$ cat config.mk
export PLATFORM = sky130hd
export DESIGN_NAME = room_fsm_flat
export DESIGN_NICKNAME = d
export VERILOG_FILES = /design/src/rtl/room_fsm_if.sv /design/src/rtl/room_fsm.sv /design/src/flat_wrapper.sv
export SDC_FILE = /design/constraint.sdc
export NUM_CORES = 1
export LEC_CHECK = 0
export ABC_AREA = 1
export CORE_ASPECT_RATIO = 1.4
export CORE_UTILIZATION = 45
export DETAILED_ROUTE_END_ITERATION = 6
export PLACE_DENSITY = 0.8
export SLEW_MARGIN = 10
export SYNTH_ARGS = -nofsm -noshare
export SYNTH_HDL_FRONTEND = slang
export SYNTH_SLANG_ARGS = --single-unit
$ cat constraint.sdc
create_clock -name clk -period 3.1 [get_ports clk]
set_input_delay 0.775 -clock clk [delete_from_list [all_inputs] [get_ports clk]]
set_output_delay 0.775 -clock clk [all_outputs]
set_load 0.005 [all_outputs]
$ cat src/rtl/room_fsm_if.sv
// Button/flag inputs and room-status outputs shared between room_fsm and its driver.
interface room_fsm_if #(parameter int MOVE_W = 8);
    logic              n, s, e, w;
    logic              v;
    logic              sw, win, d;
    logic [6:0]        room;
    logic [MOVE_W-1:0] moves;

    modport master (output n, s, e, w, v, input sw, win, d, room, moves);
    modport slave  (input n, s, e, w, v, output sw, win, d, room, moves);
endinterface

$ cat src/rtl/room_fsm.sv
// Adventure-game room navigator: one-shot button moves, sword-stash request,
// and dragon's-den resolution into win or death.
module room_fsm #(
    parameter int MOVE_W = 8
) (
    input  logic       clk,
    input  logic       reset,
    room_fsm_if.slave  bus
);
    localparam logic [2:0] CAVE   = 3'd0;
    localparam logic [2:0] TUNNEL = 3'd1;
    localparam logic [2:0] RIVER  = 3'd2;
    localparam logic [2:0] STASH  = 3'd3;
    localparam logic [2:0] DEN    = 3'd4;
    localparam logic [2:0] VAULT  = 3'd5;
    localparam logic [2:0] GRAVE  = 3'd6;

    localparam int BN = 3;
    localparam int BS = 2;
    localparam int BE = 1;
    localparam int BW = 0;

    logic [2:0]        state, state_nxt;
    logic [3:0]        btn, prev, press;
    logic              valid, step;
    logic [MOVE_W-1:0] moves_q;

    assign btn   = {bus.n, bus.s, bus.e, bus.w};
    assign press = btn & ~prev;
    assign valid = $onehot(press);

    // prev keeps loading through reset so a button held across release is not a press
    always_ff @(posedge clk)
        prev <= btn;

    always_comb begin
        state_nxt = state;
        step      = 1'b0;
        case (state)
            CAVE:
                if (valid && press[BE]) begin state_nxt = TUNNEL; step = 1'b1; end
            TUNNEL:
                if (valid && press[BW])      begin state_nxt = CAVE;  step = 1'b1; end
                else if (valid && press[BS]) begin state_nxt = RIVER; step = 1'b1; end
            RIVER:
                if (valid && press[BN])      begin state_nxt = TUNNEL; step = 1'b1; end
                else if (valid && press[BW]) begin state_nxt = STASH;  step = 1'b1; end
                else if (valid && press[BE]) begin state_nxt = DEN;    step = 1'b1; end
            STASH:
                if (valid && press[BE]) begin state_nxt = RIVER; step = 1'b1; end
            DEN:
                state_nxt = bus.v ? VAULT : GRAVE;
            VAULT, GRAVE:
                state_nxt = state;
            default:
                state_nxt = CAVE;
        endcase
    end

    always_ff @(posedge clk) begin
        if (reset) begin
            state   <= CAVE;
            moves_q <= '0;
        end else begin
            state <= state_nxt;
            if (step && moves_q != {MOVE_W{1'b1}})
                moves_q <= moves_q + 1'b1;
        end
    end

    // Outputs depend on registered state only, never on the buttons
    always_comb begin
        bus.room = 7'b0;
        if (state <= GRAVE)
            bus.room[state] = 1'b1;
    end

    assign bus.sw    = (state == STASH);
    assign bus.win   = (state == VAULT);
    assign bus.d     = (state == GRAVE);
    assign bus.moves = moves_q;
endmodule

$ cat src/flat_wrapper.sv
// flat-port wrapper written by rule: the top's interface ports become plain ports
module room_fsm_flat 
#(
    parameter int MOVE_W = 8
)
  (clk, reset, bus_n, bus_s, bus_e, bus_w, bus_v, bus_sw, bus_win, bus_d, bus_room, bus_moves);
  room_fsm_if #(.MOVE_W(MOVE_W)) bus_i ();
  input  logic clk;
  input  logic reset;
  input wire logic [$bits(bus_i.n)-1:0] bus_n;
  input wire logic [$bits(bus_i.s)-1:0] bus_s;
  input wire logic [$bits(bus_i.e)-1:0] bus_e;
  input wire logic [$bits(bus_i.w)-1:0] bus_w;
  input wire logic [$bits(bus_i.v)-1:0] bus_v;
  output wire logic [$bits(bus_i.sw)-1:0] bus_sw;
  output wire logic [$bits(bus_i.win)-1:0] bus_win;
  output wire logic [$bits(bus_i.d)-1:0] bus_d;
  output wire logic [$bits(bus_i.room)-1:0] bus_room;
  output wire logic [$bits(bus_i.moves)-1:0] bus_moves;
  assign bus_i.n = bus_n;
  assign bus_i.s = bus_s;
  assign bus_i.e = bus_e;
  assign bus_i.w = bus_w;
  assign bus_i.v = bus_v;
  assign bus_sw = bus_i.sw;
  assign bus_win = bus_i.win;
  assign bus_d = bus_i.d;
  assign bus_room = bus_i.room;
  assign bus_moves = bus_i.moves;
  room_fsm #(.MOVE_W(MOVE_W)) u_core (.clk(clk), .reset(reset), .bus(bus_i));
endmodule
; ---- Word level (Yosys, flattened, before mapping)
; Index checks and enable logic that the tools add are counted.
[totals]
register_bits = 15
in_bits = 7
word_cells = 53
[op_classes]
add_sub_neg = 4
order_cmp = 3
eq_ne = 12
mux = 18
bitwise_logic = 3
n_reduce_logical = 10
[op_table]
columns = cell, n
row1 = 3-bit two-way mux, 7
row2 = 3-bit case mux with 6 select lines, 1
row3 = 3-bit == test (second input constant), 3
row4 = 8-bit by 1-bit adder with 8-bit output (second input constant), 1
row5 = 8-bit inequality test (second input constant), 1
row6 = 7-bit two-way mux, 1
row7 = 3-bit by 1-bit == test with 1-bit output (second input constant), 2
row8 = 3-bit by 2-bit == test with 1-bit output (second input constant), 2
row9 = 1-bit logical AND, 6
row10 = 1-bit two-way mux, 6
row11 = 5-bit AND reduction, 1
row12 = 1-bit by 1-bit adder with 2-bit output, 2
row13 = 4-bit AND, 1
row14 = 3-bit by 4-bit less-than comparator with 1-bit output (second input constant), 1
row15 = 2-bit by 1-bit inequality test with 1-bit output (second input constant), 2
row16 = 4-bit by 1-bit inequality test with 1-bit output (second input constant), 1
row17 = 4-bit NOT, 1
row18 = 2-bit OR reduction, 2
row19 = 3-bit adder, 1
row20 = 1-bit demux with 3-bit select, 1
row21 = 3-bit by 1-bit greater-or-equal comparator with 1-bit output (second input constant), 1
row22 = 3-bit <= comparator (second input constant), 1
row23 = 3-bit logical NOT, 1
row24 = 3-bit by 1-bit inequality test with 1-bit output (second input constant), 1
row25 = 3 further kinds, 3

; ---- Longest topological paths before layout
; Gate-level depths: netlist of run 1.
[logic_depth]
depth_word = 11
depth_mapped = 16
ltp_nobuf = 16

; ---- Worst setup path after synthesis of run 1
; OpenSTA, ideal clock, no wires.
[synth_timing]
kind = input -> register
start = input bus_e
end = register u_core.state[0]
setup_ps = 115
arrival_ps = 2654
setup_slack_ps = 331
cell_stages = 14
n_path_buf = 0
cell_sequence = inv_1 nor2_1 ha_1 ha_1 fa_1 inv_1 nand3_1 clkinv_1 o21ai_0 nand2_1 nand2_1 nand2_2 a21oi_1 nor2_1
[synth_between]
elab_chain_len = 8
[synth_lines]
columns = element, line
row1 = from (decl), flat_wrapper.sv:12  ; input wire logic [$bits(bus_i.e)-1:0] bus_e;
row2 = 4-bit AND (*), room_fsm.sv:29  ; assign press = btn & ~prev;
row3 = 1-bit by 1-bit adder with 2-bit output (implied by the code), room_fsm.sv:30  ; assign valid = $onehot(press);
row4 = 3-bit adder (implied by the code), room_fsm.sv:30
row5 = 3-bit by 1-bit == test with 1-bit output, room_fsm.sv:30
row6 = 1-bit logical AND, "room_fsm.sv:43, room_fsm.sv:47"
row7 = 3-bit two-way mux, room_fsm.sv:47  ; else if (valid && press[BW]) begin state_nxt = STASH; step = 1'b1; end
row8 = 3-bit two-way mux, room_fsm.sv:46  ; if (valid && press[BN]) begin state_nxt = TUNNEL; step = 1'b1; end
row9 = 3-bit case mux with 6 select lines, room_fsm.sv:39  ; case (state)
row10 = to (signal assigned), room_fsm.sv:65  ; state <= state_nxt;
row11 = to (decl), room_fsm.sv:23  ; logic [2:0] state, state_nxt;
; Mark *: on every way between the ends. The rest lies on a longest branch, timed or not.
; A chain may end at the register's enable or synchronous reset.

; ---- Worst setup path after layout of run 1
[layout_timing]
start = input bus_e
end = register u_core.state[2]
; Same word-level chain as after synthesis.

==> metrics.txt, run 1 <==
global route overflow=0; r2r worst-path depth=14; Setup CP Type=input pin to flop; FILL cells=approximately 180; Req. time, crit path=3.29 ns; minimum clock period=slightly below 3 ns; # Max-Cap Violations=0; Slew @ Worst Pin=0.5294 ns; clk sinks=15; final worst slack=about 0.12 ns; Worst Setup End Kind=flop; Avg Cell Area, Syn=6.765 um2; CTS tree=built; GRT Total Usage=between 20% and 30%; Seq pwr share=a little under a third; post-synthesis cell count=145; Net Count, Synth=between 150 and 200; wire length per cell=between 10 and 15 um; initial DRC count=12; final setup fails=0; Overall Power=0.9172 mW; crit-path max FO=6; Die Footprint=approximately 0.0024 mm2; YS warnings=0; drt pass-1 iters=4; NetSw=about 0.41 mW; Worst Setup Start Kind=input pin; core area=between 0.0015 and 0.002 mm2; worst slack, placed=-0.3323 ns; ratio of final minimum period to clock period=between 90% and 100%; CTS H-Tree Depth=1; Design Area, Final=around 0.0014 mm2; hold path depth=2; post-cts hold buffer count=0; routed via count=1,048; Layout area overhead=38.14%; Pins Over Slew Limit=0; HP Class=flop to flop; initial antenna violation count=0; Final Hold Vio Count=0; Fin Hold WS=0.5081 ns; Power Dens Cells=roughly 680 mW/mm2; Synth area leader=dfxtp_1; clk_lat worst skew=~0.29 ns; post-DP HPWL=1.751 mm; placer congestion estimate=0.8051; r2r setup slk=0.77 ns; largest net degree at the start of global routing=11; ANT cells=0; CTS Buffer Depth=2; io pins=25; Nets=190; clk slew on worst S/H paths=about 0.08 ns; IO Port Bufs=24; Num CTS Buffers=3; Worst Skew=approximately 0.0025 ns; Reg2Reg Capture Point=u_core.state[2]; sequential area share after synthesis=30.61%; Synth area leaders=dfxtp_1 31%, nand2_1 12%, nand3_1 9.2%; Starting Density=about half; post-synthesis register bit count=15; Leak Pwr=0.6421 nW; RR Startpoint=u_core.prev[2]; Die Y=approximately 57 um; drt via density=roughly 5.3; num rows=19; status=finished clean; slew margin rel.=64.44%; Synth cell types=24; share of layout cells above drive strength 1=between 10% and 20%; share of Yosys cell area claimed by the top area cell type=between 30% and 40%; switching share of total power=between 40% and 50%; number of global-route vias before repair=~960; WL final=approximately 2.3 mm; Comb power frac=a little under three fifths; Clk pwr share=12.5%; Pint=about 0.50 mW; Die Width=about 41 um; Crit. Startpoint=bus_e; Post-DP Area=around 0.0013 mm2; Arrival @ worst endpoint=between 3 and 4 ns; Cell Area, Synth=~980 um2; Worst Setup EP=u_core.state[2]; first-pass GRT wire length=about 3.9 mm; DRT antenna net count=0; Max VDD drop=0.3986 mV; DRC=0; Max Clock Freq=between 300 and 400 MHz; root buffer cell=clkbuf_4
synth_stat cells, drive strengths merged:
cell    number
nand2       34
inv         24
nand3       21
nor2        17
a21oi       16
dfxtp       15
ha           4
xor2         4
buf          3
nor3         2
clkinv       1
fa           1
nand4        1
o21ai        1
xnor2        1
logic make-up (layout without fill, tap and decap cells):
kind of cell | after synthesis | after routing | share of synthesized area [%]
flops | 15 | 15 | 30.61
fa+ha+maj | 5 | 5 | 7.143
buf+inv | 28 | 59 | 11.48
compound gates | 17 | 17 | 8.673
simple gates | 75 | 76 | 37.63
xor+xnor | 5 | 5 | 4.464
layer usage:
layer	vias up	track usage (%)	part of all wire, %
li1	524	-	-
met1	484	20.55	38
met3	7	2.215	4.4
met5	-	0	0
met2	33	39.73	55
met4	0	11.98	2.9
power groups by stage:
stage | Sequential (mW) | Combinational [mW] | Clock, mW
6_report | 0.276 | 0.527 | 0.114
5_1_grt | 0.279 | 0.595 | 0.123
4_1_cts | 0.273 | 0.488 | 0.118
3_5_place_dp | 0.277 | 0.481 | 0
3_3_place_gp | 0.275 | 0.471 | 0
2_1_floorplan | 0.250 | 0.351 | 0
layout make-up:
class                      instances  area, um2  area share, %
clock buffer                       4      26.28          1.939
inverter                          25      96.34          7.110
multi-input combinational        103      620.6          45.80
sequential                        15      300.3          22.16
tap                               21      26.28          1.939
timing repair buffer              30      285.3          21.05
worst min path at each step:
stage	startpoint	end	slack [ns]
after floorplan	u_core.bus.moves[3]	u_core.bus.moves[3]	0.48
after global placement	u_core.bus.moves[3]	u_core.bus.moves[3]	0.49
after detailed placement	u_core.bus.moves[3]	u_core.bus.moves[3]	0.50
after CTS	u_core.bus.moves[3]	u_core.bus.moves[3]	0.52
after global routing	u_core.bus.moves[3]	u_core.bus.moves[3]	0.53
final	u_core.bus.moves[4]	u_core.bus.moves[4]	0.51
what timing repair did:
item / CTS / global route
cloned: 0 / 1
resized for setup: 2 / 13
setup endpoints to repair: 9 / 11
pin swaps: 0 / 4
setup buffers: 0 / 0
sequential cells by signal, indices dropped and copies added, names as in the netlist:
| register | flops |
|---|---|
| u_core.bus.moves | 8 |
| u_core.prev | 4 |
| u_core.state | 3 |
layout by cell type, fill, tap and decap left out, types with 3 or more instances in the layout:
cell type	netlist	final
nor2_1	15	13
nand3_1	18	17
nand2_1	31	30
clkdlybuf4s50_1	0	24
inv_1	21	20
buf_4	2	6
dfxtp_1	15	15
xor2_1	4	4
nand3_2	2	4
clkbuf_4	0	3
ha_1	4	3
nor2_2	1	3
a21oi_1	16	13
inv_2	3	4
critical path, stage by stage:
cell and delay (ns):
clkdlybuf4s50_1 0.48, inv_1 0.05, nor2_2 0.13, ha_1 0.25, ha_2 0.19, fa_1 0.45
inv_2 0.07, nand3_2 0.10, inv_4 0.11, nand3_1 0.12, a21oi_4 0.23, nand3_1 0.11
nand2_1 0.07, nor2_1 0.04
stage by stage:
stage	util (%)	std cells	setup TNS (ns)
floorplan	-	145	0
global placement	63.78	193	-2.476
detailed placement	63.78	193	-3.315
CTS	65.35	197	0
global route	67.86	198	-0.06898
finish	67.86	198	0
No activity file was read; power rests on OpenSTA's default activity.
==> inputs of run 2 (changes only) <==
- ABC_AREA: 1 -> unset
- PLACE_DENSITY: 0.8 -> 0.81
==> run 2 against run 1 <==
  * First-iteration DRC count decreased by 58%
  * Largest cell class unchanged
  * Wire length increased by 8.7%
  * Clock skew decreased by 0.0011 ns
  * Critical endpoint is now u_core.bus.moves[1]
  * Worst setup slack improved by 0.0015 ns
==> metrics.txt, run 2 <==
Hold Crit Start=u_core.bus.moves[5]; num rows=19; Leak Pwr=0.5609 nW; ys async rst share=0%; initial DRC count=5; ANT cells=0; max FFs per register=8; post-synthesis cell count=~110; Cell Area, Synth=roughly 930 um2; Design Area, Final=approximately 0.0014 mm2; CTS tree=built; Synth area leader=dfxtp_1; share of Yosys cell area claimed by the top area cell type=32.13%; wire length per cell=between 15 and 20 um; drt pass-1 iters=4; DRT antenna net count=0; Nets=approximately 160; setup TNS=0 ns; r2r setup slk=around 0.55 ns; unrepaired setup endpoints after global routing=no; r2r worst-path depth=9; clk_lat worst skew=around 0.27 ns; # Max-Cap Violations=0; post-DP HPWL=~1.7 mm; Reg2Reg Capture Point=u_core.bus.moves[1]; Post-synth EDFFs=0; top_reg_cell synth=dfxtp_1; final setup fails=0; slew margin rel.=59.90%; Post-synth top cells=15 x dfxtp_1, 9 x a21oi_1, 6 x nor2_1, 6 x o21ai_0, 6 x o31ai_1; first-pass GRT wire length=about 4.2 mm; initial antenna violation count=0; CP Cell Sequence=dlygate4sd2_1, nor2b_4, ha_4, ha_4, fa_2, nor4b_4, nand2_2, buf_6, or3b_1, a21oi_1; DRC=0; share of layout cells above drive strength 1=about a third; Avg Cell Area, Syn=8.735 um2; placer congestion estimate=0.7793; commonest non-fill, non-tap cell in the layout=clkdlybuf4s50_1; Slew @ Worst Pin=between 0.6 and 0.7 ns; Die Width=around 41 um; clk sinks=15; Worst Setup Start Kind=input pin; YS warnings=0; crit-path max FO=5; routed via count=between 900 and 1,000; Setup CP Type=input pin to flop; Die Y=about 56 um; Arrival @ worst endpoint=about 3.2 ns; Num CTS Buffers=3; Hold EP=u_core.bus.moves[5]; CTS Buffer Depth=2; Critical Path Max Stage Delay=about 0.47 ns; Worst Setup End Kind=flop; clk slew on worst S/H paths=roughly 0.090 ns; Overall Power=~0.67 mW; Most common cell on crit path=ha_4; Final Hold Vio Count=0; IO Port Bufs=24; top-count cell post-synth=dfxtp_1; Worst Skew=~0.0013 ns; largest net degree at the start of global routing=17; HP Class=flop to flop; Max Clock Freq=approximately 340 MHz; core area=roughly 0.002 mm2; RR Startpoint=u_core.prev[2]; FILL cells=between 100 and 150; Pins Over Slew Limit=0; drt via density=5.970; root buffer cell=clkbuf_4; global route overflow=0; status=finished clean; number of global-route vias before repair=roughly 970; Synth cell types=38; Starting Density=47.95%; post-cts hold buffer count=0; Max VDD drop=0.3262 mV; Post-DP Area=roughly 0.0013 mm2; Layout area overhead=53.95%; Die Footprint=0.002266 mm2; post-synthesis register bit count=15; Synth area leaders=dfxtp_1 32%, ha_1 5.4%, a21oi_1 4.8%; Req. time, crit path=around 3.3 ns; WL final=2.510 mm; io pins=25; most frequent cells in the layout=20 x clkdlybuf4s50_1, 17 x buf_4, 15 x dfxtp_1, 9 x a21oi_1; Fin Hold WS=0.5133 ns; minimum clock period=between 2 and 3 ns; Power Dens Cells=between 400 and 500 mW/mm2; hold path depth=2; ratio of final minimum period to clock period=a little over nine tenths; Net Count, Synth=~120; sequential area share after synthesis=between 30% and 40%; GRT Total Usage=26.00%; CTS H-Tree Depth=1; Crit-path slowest cell=fa_2
-- run 2: cell types whose count changed after synthesis, sizes merged, moves of 5 or more --
cell | before | now
nor2b | 0 | 5
o31ai | 0 | 6
o21ai | 1 | 6
a21oi | 16 | 9
inv | 24 | 4
nand3 | 21 | 3
or4 | 0 | 6
and3 | 0 | 6
nand2 | 34 | 4
nor2 | 17 | 6
-- run 2: worst max-delay path: cells and delay by family --
| family | cells | cell delay, ns |
|---|---|---|
| buf+inv | 2 | 0.41 |
| fa+ha+maj | 3 | 0.86 |
| simple gates | 4 | 1.01 |
| compound gates | 1 | 0.13 |
-- run 2: worst max-delay path by stage --
stage                     startpoint                  end
final                          bus_s  u_core.bus.moves[1]
after floorplan                bus_w  u_core.bus.moves[2]
after CTS                      bus_s  u_core.bus.moves[1]
after global placement         bus_w  u_core.bus.moves[4]
after detailed placement       bus_s  u_core.bus.moves[1]
after global routing           bus_s  u_core.bus.moves[1]
-- run 2: area by class of cell --
| cell class | instances | area (um2) | area share [%] |
|---|---|---|---|
| inverters | 4 | 20.02 | 1.391 |
| clock buffers | 4 | 26.28 | 1.826 |
| multi-input cells | 81 | 691.9 | 48.09 |
| well taps | 21 | 26.28 | 1.826 |
| repair buffers | 42 | 374.1 | 26.00 |
| flip-flops and latches | 15 | 300.3 | 20.87 |
-- run 2: through the flow --
stage	worst slack, ns	util [%]	std cells
2_1_floorplan	0.002000	-	107
3_3_place_gp	-0.5238	65.79	155
3_5_place_dp	-0.6450	65.79	155
4_1_cts	0.1661	73.81	167
5_1_grt	0.02038	73.81	167
6_report	0.1214	73.81	167
-- run 2: kinds of logic (layout without fill, tap and decap cells) --
family | Yosys count | after routing | synth area share (%)
adder cells (fa/ha/maj) | 6 | 6 | 8.568
buffers and inverters | 12 | 50 | 7.496
AND/OR/NAND/NOR | 43 | 44 | 29.32
AO/OA/AOI/OAI | 30 | 30 | 21.29
multiplexers | 1 | 1 | 1.205
flip-flops | 15 | 15 | 32.13
-- run 2: per-layer routing --
layer	up-vias	share of wire, %	global-route usage, %	wire (um)
met2	27	53	43.08	1330
met5	-	0	0	0
li1	481	-	-	-
met3	12	3.0	3.600	75
met4	0	4.9	16.67	122
met1	477	39	28.17	982
-- run 2: repair_timing --
item,4_1_cts,5_1_grt
gates resized for setup,20,0
endpoints found under the setup margin,10,0
setup buffers,7,0
-- run 2: where the power goes --
group | leakage, nW | total [mW] | switching, mW | internal, mW
registers | 0.123 | 0.253 | 0.0440 | 0.209
clock network | 0.0150 | 0.112 | 0.0626 | 0.0498
logic | 0.423 | 0.308 | 0.141 | 0.168
total | 0.561 | 0.674 | 0.247 | 0.427
==> inputs of run 3 (changes only) <==
==> constraint.sdc (replaced) <==
create_clock -name clk -period 3.6 [get_ports clk]
set_input_delay 0.36 -clock clk [delete_from_list [all_inputs] [get_ports clk]]
set_output_delay 0.36 -clock clk [all_outputs]
set_load 0.005 [all_outputs]
==> run 3 against run 2 <==
  * Flip-flop and latch count unchanged
  * Non-clock buffer count down 15
  * Critical path depth down 1
  * Final cell count down 9.6%
  * Worst setup slack better by 0.16 ns
  * Sequential share of layout area up 4.1 points
  * Register-to-register slack about the same
  * Hold slack worse by 0.0062 ns
  * Core utilization down 12 points
  * Die area unchanged
  * Global-route usage down 3.3 points
  * Count of clock-buffer cells in the layout down 1
==> metrics.txt, run 3 (same netlist as run 2, synthesis figures left out) <==
DRC=0; num rows=19; Design Area, Final=about 0.0012 mm2; core area=slightly below 0.002 mm2; most frequent cells in the layout=24 x clkdlybuf4s50_1, 15 x dfxtp_1, 9 x a21oi_1; Die Width=between 40 and 50 um; IO Port Bufs=24; Slew @ Worst Pin=around 0.45 ns; Layout area overhead=28.51%; Max Clock Freq=approximately 300 MHz; Post-DP Area=between 0.001 and 0.0015 mm2; Final Hold Vio Count=0; CTS Buffer Depth=2; initial DRC count=22; Nets=143; placer congestion estimate=0.7544; final worst slack=around 0.28 ns; initial antenna violation count=0; Die Y=about 56 um; routed via count=920; Worst Setup Start Kind=input pin; switching share of total power=36.79%; largest net degree at the start of global routing=17; drt pass-1 iters=4; Num CTS Buffers=3; DRT antenna net count=0; ANT cells=0; commonest non-fill, non-tap cell in the layout=clkdlybuf4s50_1; post-CTS setup buffers=0; Pins Over Slew Limit=0; Worst Setup End Kind=flop; post-cts hold buffer count=0; wire length per cell=approximately 15 um; worst path bufs/invs=1; Die Footprint=0.002266 mm2; NetSw=0.1896 mW; # Max-Cap Violations=0; FILL cells=between 150 and 200; root buffer cell=clkbuf_4; clk_lat worst skew=roughly 0.29 ns; io pins=25; Most common cell on crit path=ha_1; minimum clock period=roughly 3.3 ns; WL final=2.208 mm; Post-CTS Resized=0; Arrival @ worst endpoint=roughly 3.5 ns; first-pass GRT wire length=around 3.7 mm; max FFs per register=8; final setup fails=0; CP Cell Sequence=clkdlybuf4s50_1, nor2b_1, ha_1, ha_1, fa_1, nor4b_1, nand2_1, nor3b_1, mux2_2; clk sinks=15; CTS tree=built; Setup CP Type=input pin to flop; unrepaired setup endpoints after global routing=no; slew margin rel.=70.02%; Power Dens Cells=between 400 and 500 mW/mm2; Leak Pwr=~0.45 nW; ratio of final minimum period to clock period=92.32%; Comb power frac=about 39%; Req. time, crit path=3.79 ns; Pint=roughly 0.33 mW; Seq pwr share=a little over two fifths; number of global-route vias before repair=just under 900; Starting Density=roughly 48%; Worst Skew=a little over 0.01 ns; Max VDD drop=roughly 0.27 mV; Top Family by Delay on Critical Path=simple AND/OR/NAND/NOR gates; worst slack, placed=-0.03134 ns; CTS H-Tree Depth=1; GRT Total Usage=a little under a quarter; Critical Path Max Stage Delay=0.47 ns; setup TNS=0 ns; status=finished clean; drt via density=a little over 6; post-DP HPWL=1.670 mm; Crit-path slowest cell=clkdlybuf4s50_1; clk slew on worst S/H paths=approximately 0.1 ns; HP Class=flop to flop; share of layout cells above drive strength 1=a little over an eighth; global route overflow=0; crit-path max FO=15; Clk pwr share=about 19%
-- run 3: routing by layer --
| metal | global-route usage, % | wire (um) | up-vias |
|---|---|---|---|
| met5 | 0 | 0 | - |
| met4 | 8.571 | 17 | 0 |
| met3 | 2.400 | 72 | 2 |
| met2 | 40.59 | 1214 | 25 |
| met1 | 24.81 | 904 | 442 |
| li1 | - | - | 451 |
-- run 3: power by group through the flow --
stage	sequential (mW)	clock [mW]	combinational [mW]
floorplan	0.194	0	0.158
global placement	0.218	0	0.190
detailed placement	0.218	0	0.198
CTS	0.214	0.103	0.199
global route	0.218	0.107	0.224
finish	0.216	0.100	0.199
-- run 3: worst min-delay path, cell delays in order (launching register included) --
cell     delay (ns)
dfxtp_1        0.34
o31ai_1        0.07
a21oi_1        0.06
-- run 3: worst paths after layout --
| check | from | endpoint | slack [ns] | cells past startpoint |
|---|---|---|---|---|
| worst min-delay path | u_core.bus.moves[5] | u_core.bus.moves[5] | 0.51 | 2 |
| worst max-delay path | bus_e | u_core.bus.moves[2] | 0.28 | 9 |
| worst min register to register | u_core.bus.moves[5] | u_core.bus.moves[5] | 0.51 | 2 |
| worst max register to register | u_core.prev[1] | u_core.bus.moves[2] | 0.54 | 8 |
-- run 3: layout make-up --
type	instances	area, um2	share of cell area (%)
well taps	21	26.28	2.188
repair buffers	27	262.8	21.88
flip-flops and latches	15	300.3	25.00
clock inverters	1	5.005	0.4167
multi-input cells	80	564.3	46.98
inverters	4	20.02	1.667
clock buffers	3	22.52	1.875
-- run 3: stage by stage --
step	power, mW	cells	hold slack (ns)	utilization, %
6_report	0.5153	151	0.5072	61.62
5_1_grt	0.5487	151	0.5324	61.62
3_5_place_dp	0.4164	147	0.4924	60.21
3_3_place_gp	0.4079	147	0.4759	60.21
4_1_cts	0.5161	151	0.5088	61.62
2_1_floorplan	0.3521	107	0.3877	-
==> RTL edit: new RTL, config.mk and constraints of run 2 <==
Make the reset (`reset`) asynchronous in one clocked block.
--- a/src/rtl/room_fsm.sv
+++ b/src/rtl/room_fsm.sv
@@ -57,7 +57,7 @@
         endcase
     end
 
-    always_ff @(posedge clk) begin
+    always_ff @(posedge clk or posedge reset) begin
         if (reset) begin
             state   <= CAVE;
             moves_q <= '0;
Function: differs if reset is asserted again (counterexample within 4 cycles, from zero or initial values and one cycle with reset high); with reset held inactive, the same outputs for 10 cycles.
==> RTL edit against run 2 <==
  * Area after synthesis is 2.5% lower
  * Wire length is 18% lower
  * Total power is 41% higher
  * Combinational power is 58% higher
  * Fmax is 0.61% lower
  * Sequential cell count stayed put
  * Worst setup slack worse by 0.018 ns
  * Final area is 8.3% lower
  * Die area is 2.4% lower
==> RTL edit: results (changes against run 2) <==
Critical path
  – R2r setup slk: 0.33 ns (was 0.55 ns)
  – CP startpoint kind: primary input (unchanged)
  – CP arrival: 3.16 ns (was 3.19 ns)
  – Crit path max-delay cell type: fa_1 (was fa_2)
  – Top delay family on crit path: adder cells (was simple AND/OR/NAND/NOR gates)
  – Slowest stage delay, CP: 0.42 ns (was 0.47 ns)
  – Crit Path Max Fanout: 4 (was 5)

Global route
  – GRT Util Overall: 20.7% (was 26.0%)
  – Vias in the first global route: 783 (was 971)
  – Largest net degree at the start of global routing: 13 (was 17)
  – Initial antenna violation count: 0 (unchanged)
  – First-pass GRT wire length: 3.27 mm (was 4.19 mm)

Place
  – Post-placement setup slack: -0.532 ns (was -0.645 ns)
  – Routability cong.: 0.748 (was 0.779)
  – Dpl hpwl: 1.55 mm (was 1.72 mm)
  – Dpl cell area: 1260 µm² (was 1280 µm²)
  – Placed Instances: 142 (was 155)

Drt
  – Wire per inst: 14.0 µm (was 15.0 µm)
  – Initial drt markers: 23 (was 5)
  – Via density: 5.64 (was 5.97)
  – DR vias: 835 (was 997)

Clocking
  – Post-CTS Resized: 14 (was 20)
  – Later-pin clock latency in the skew report: 0.29 ns (was 0.27 ns)
  – Setup bufs post-CTS: 1 (was 7)
  – Total CTS buffers: 3 (unchanged)
  – CTS clk-pin slew, worst paths: 0.08 ns

Min path
  – Hold crit path type: flip-flop to flip-flop (unchanged)

Power and ir drop
  – LEAKAGE: 0.000565 µW (was 0.000561 µW)
  – Cell Pwr Density: 721 nW/µm² (was 468 nW/µm²)
  – Peak VDD IR: 0.376 mV (was 0.326 mV)

Timing
  – Layout Skew: 0.0116 ns (was 0.00134 ns)
  – Fin crit period: 3.00 ns (was 2.98 ns)
  – WHS: 0.521 ns (was 0.513 ns)
  – Max_slew headroom: 72.1% (was 59.9%)

Synthesis
  – Syn Nets: 107 (was 119)
  – Distinct cells, synth: 38 (unchanged)
  – Largest cells by area after synthesis: dfrtp_1 (30%), dfxtp_1 (8.8%), ha_1 (5.5%) (was dfxtp_1 (32%), ha_1 (5.4%), a21oi_1 (4.8%))
  – FFs w/ async S/R, synth: 73.3% (was 0%)
  – Mean post-synth cell area: 9.59 µm² (was 8.74 µm²)
  – Top cells by count, synth: dfrtp_1 (11), nor2_1 (8), a21oi_1 (5), nand2_1 (5), nor2b_1 (5) (was dfxtp_1 (15), a21oi_1 (9), nor2_1 (6), o21ai_0 (6), o31ai_1 (6))
  – Seq/Total Area, Yosys: 39.0% (was 32.1%)

Cells and area
  – Layout cells sized above 1: 25.0% (was 31.5%)
  – ANT cells: 0 (unchanged)

Run status
  – Status: finished, final reports clean (unchanged)
==> RTL edit: cell types whose count changed after synthesis, moves of 3 or more <==
cell,before,now
o21ai_0,6,3
dfxtp_1,15,4
and3_2,5,0
dfrtp_1,0,11
or4_1,5,0
a21oi_1,9,5
mux2_1,0,3
and3_1,1,4
o31ai_1,6,1
==> RTL edit: area by class of cell <==
| type | count | area, µm² |
|---|---|---|
| clock buffer | 4 | 26.3 |
| fill | 125 | 504 |
| inverter | 4 | 15.0 |
| multi-input combinational | 71 | 589 |
| sequential | 15 | 355 |
| tap | 20 | 25.0 |
| timing repair buffer | 34 | 309 |
==> RTL edit: cells by family after synthesis <==
group                      synth area share (%)
DFF                                        39.0
xor gates and xnor gates                   1.92
muxes                                      4.81
and+or+nand+nor                            25.6
buffers and inverters                      4.67
adders and majority gates                  7.69
AOI/OAI and AO/OA                          16.3
==> RTL edit: power by group <==
part	total, µW	internal, µW	switching (µW)	leakage [µW]
clock	114	49.9	64.4	0.0000150
sequential	350	252	98.0	0.000174
combinational	487	291	196	0.000376
==> RTL edit: routing by layer <==
layer / track usage (%) / routed length [µm]
met1: 24.3 / 860
met5: 0 / 0
met4: 9.36 / 25
met2: 34.8 / 1110
met3: 2.41 / 76
==> RTL edit: path summary, 6_finish.rpt <==
check / from / to / cells after the start
setup / recovery: bus_w / u_core.bus.moves[7] / 10
hold / removal: u_core.bus.moves[0] / u_core.bus.moves[0] / 1
setup reg to reg: u_core.prev[0] / u_core.bus.moves[7] / 9
hold reg to reg: u_core.bus.moves[0] / u_core.bus.moves[0] / 1
max in group asynchronous: reset / u_core.bus.moves[1] / 2
min in group asynchronous: reset / u_core.state[2] / 2
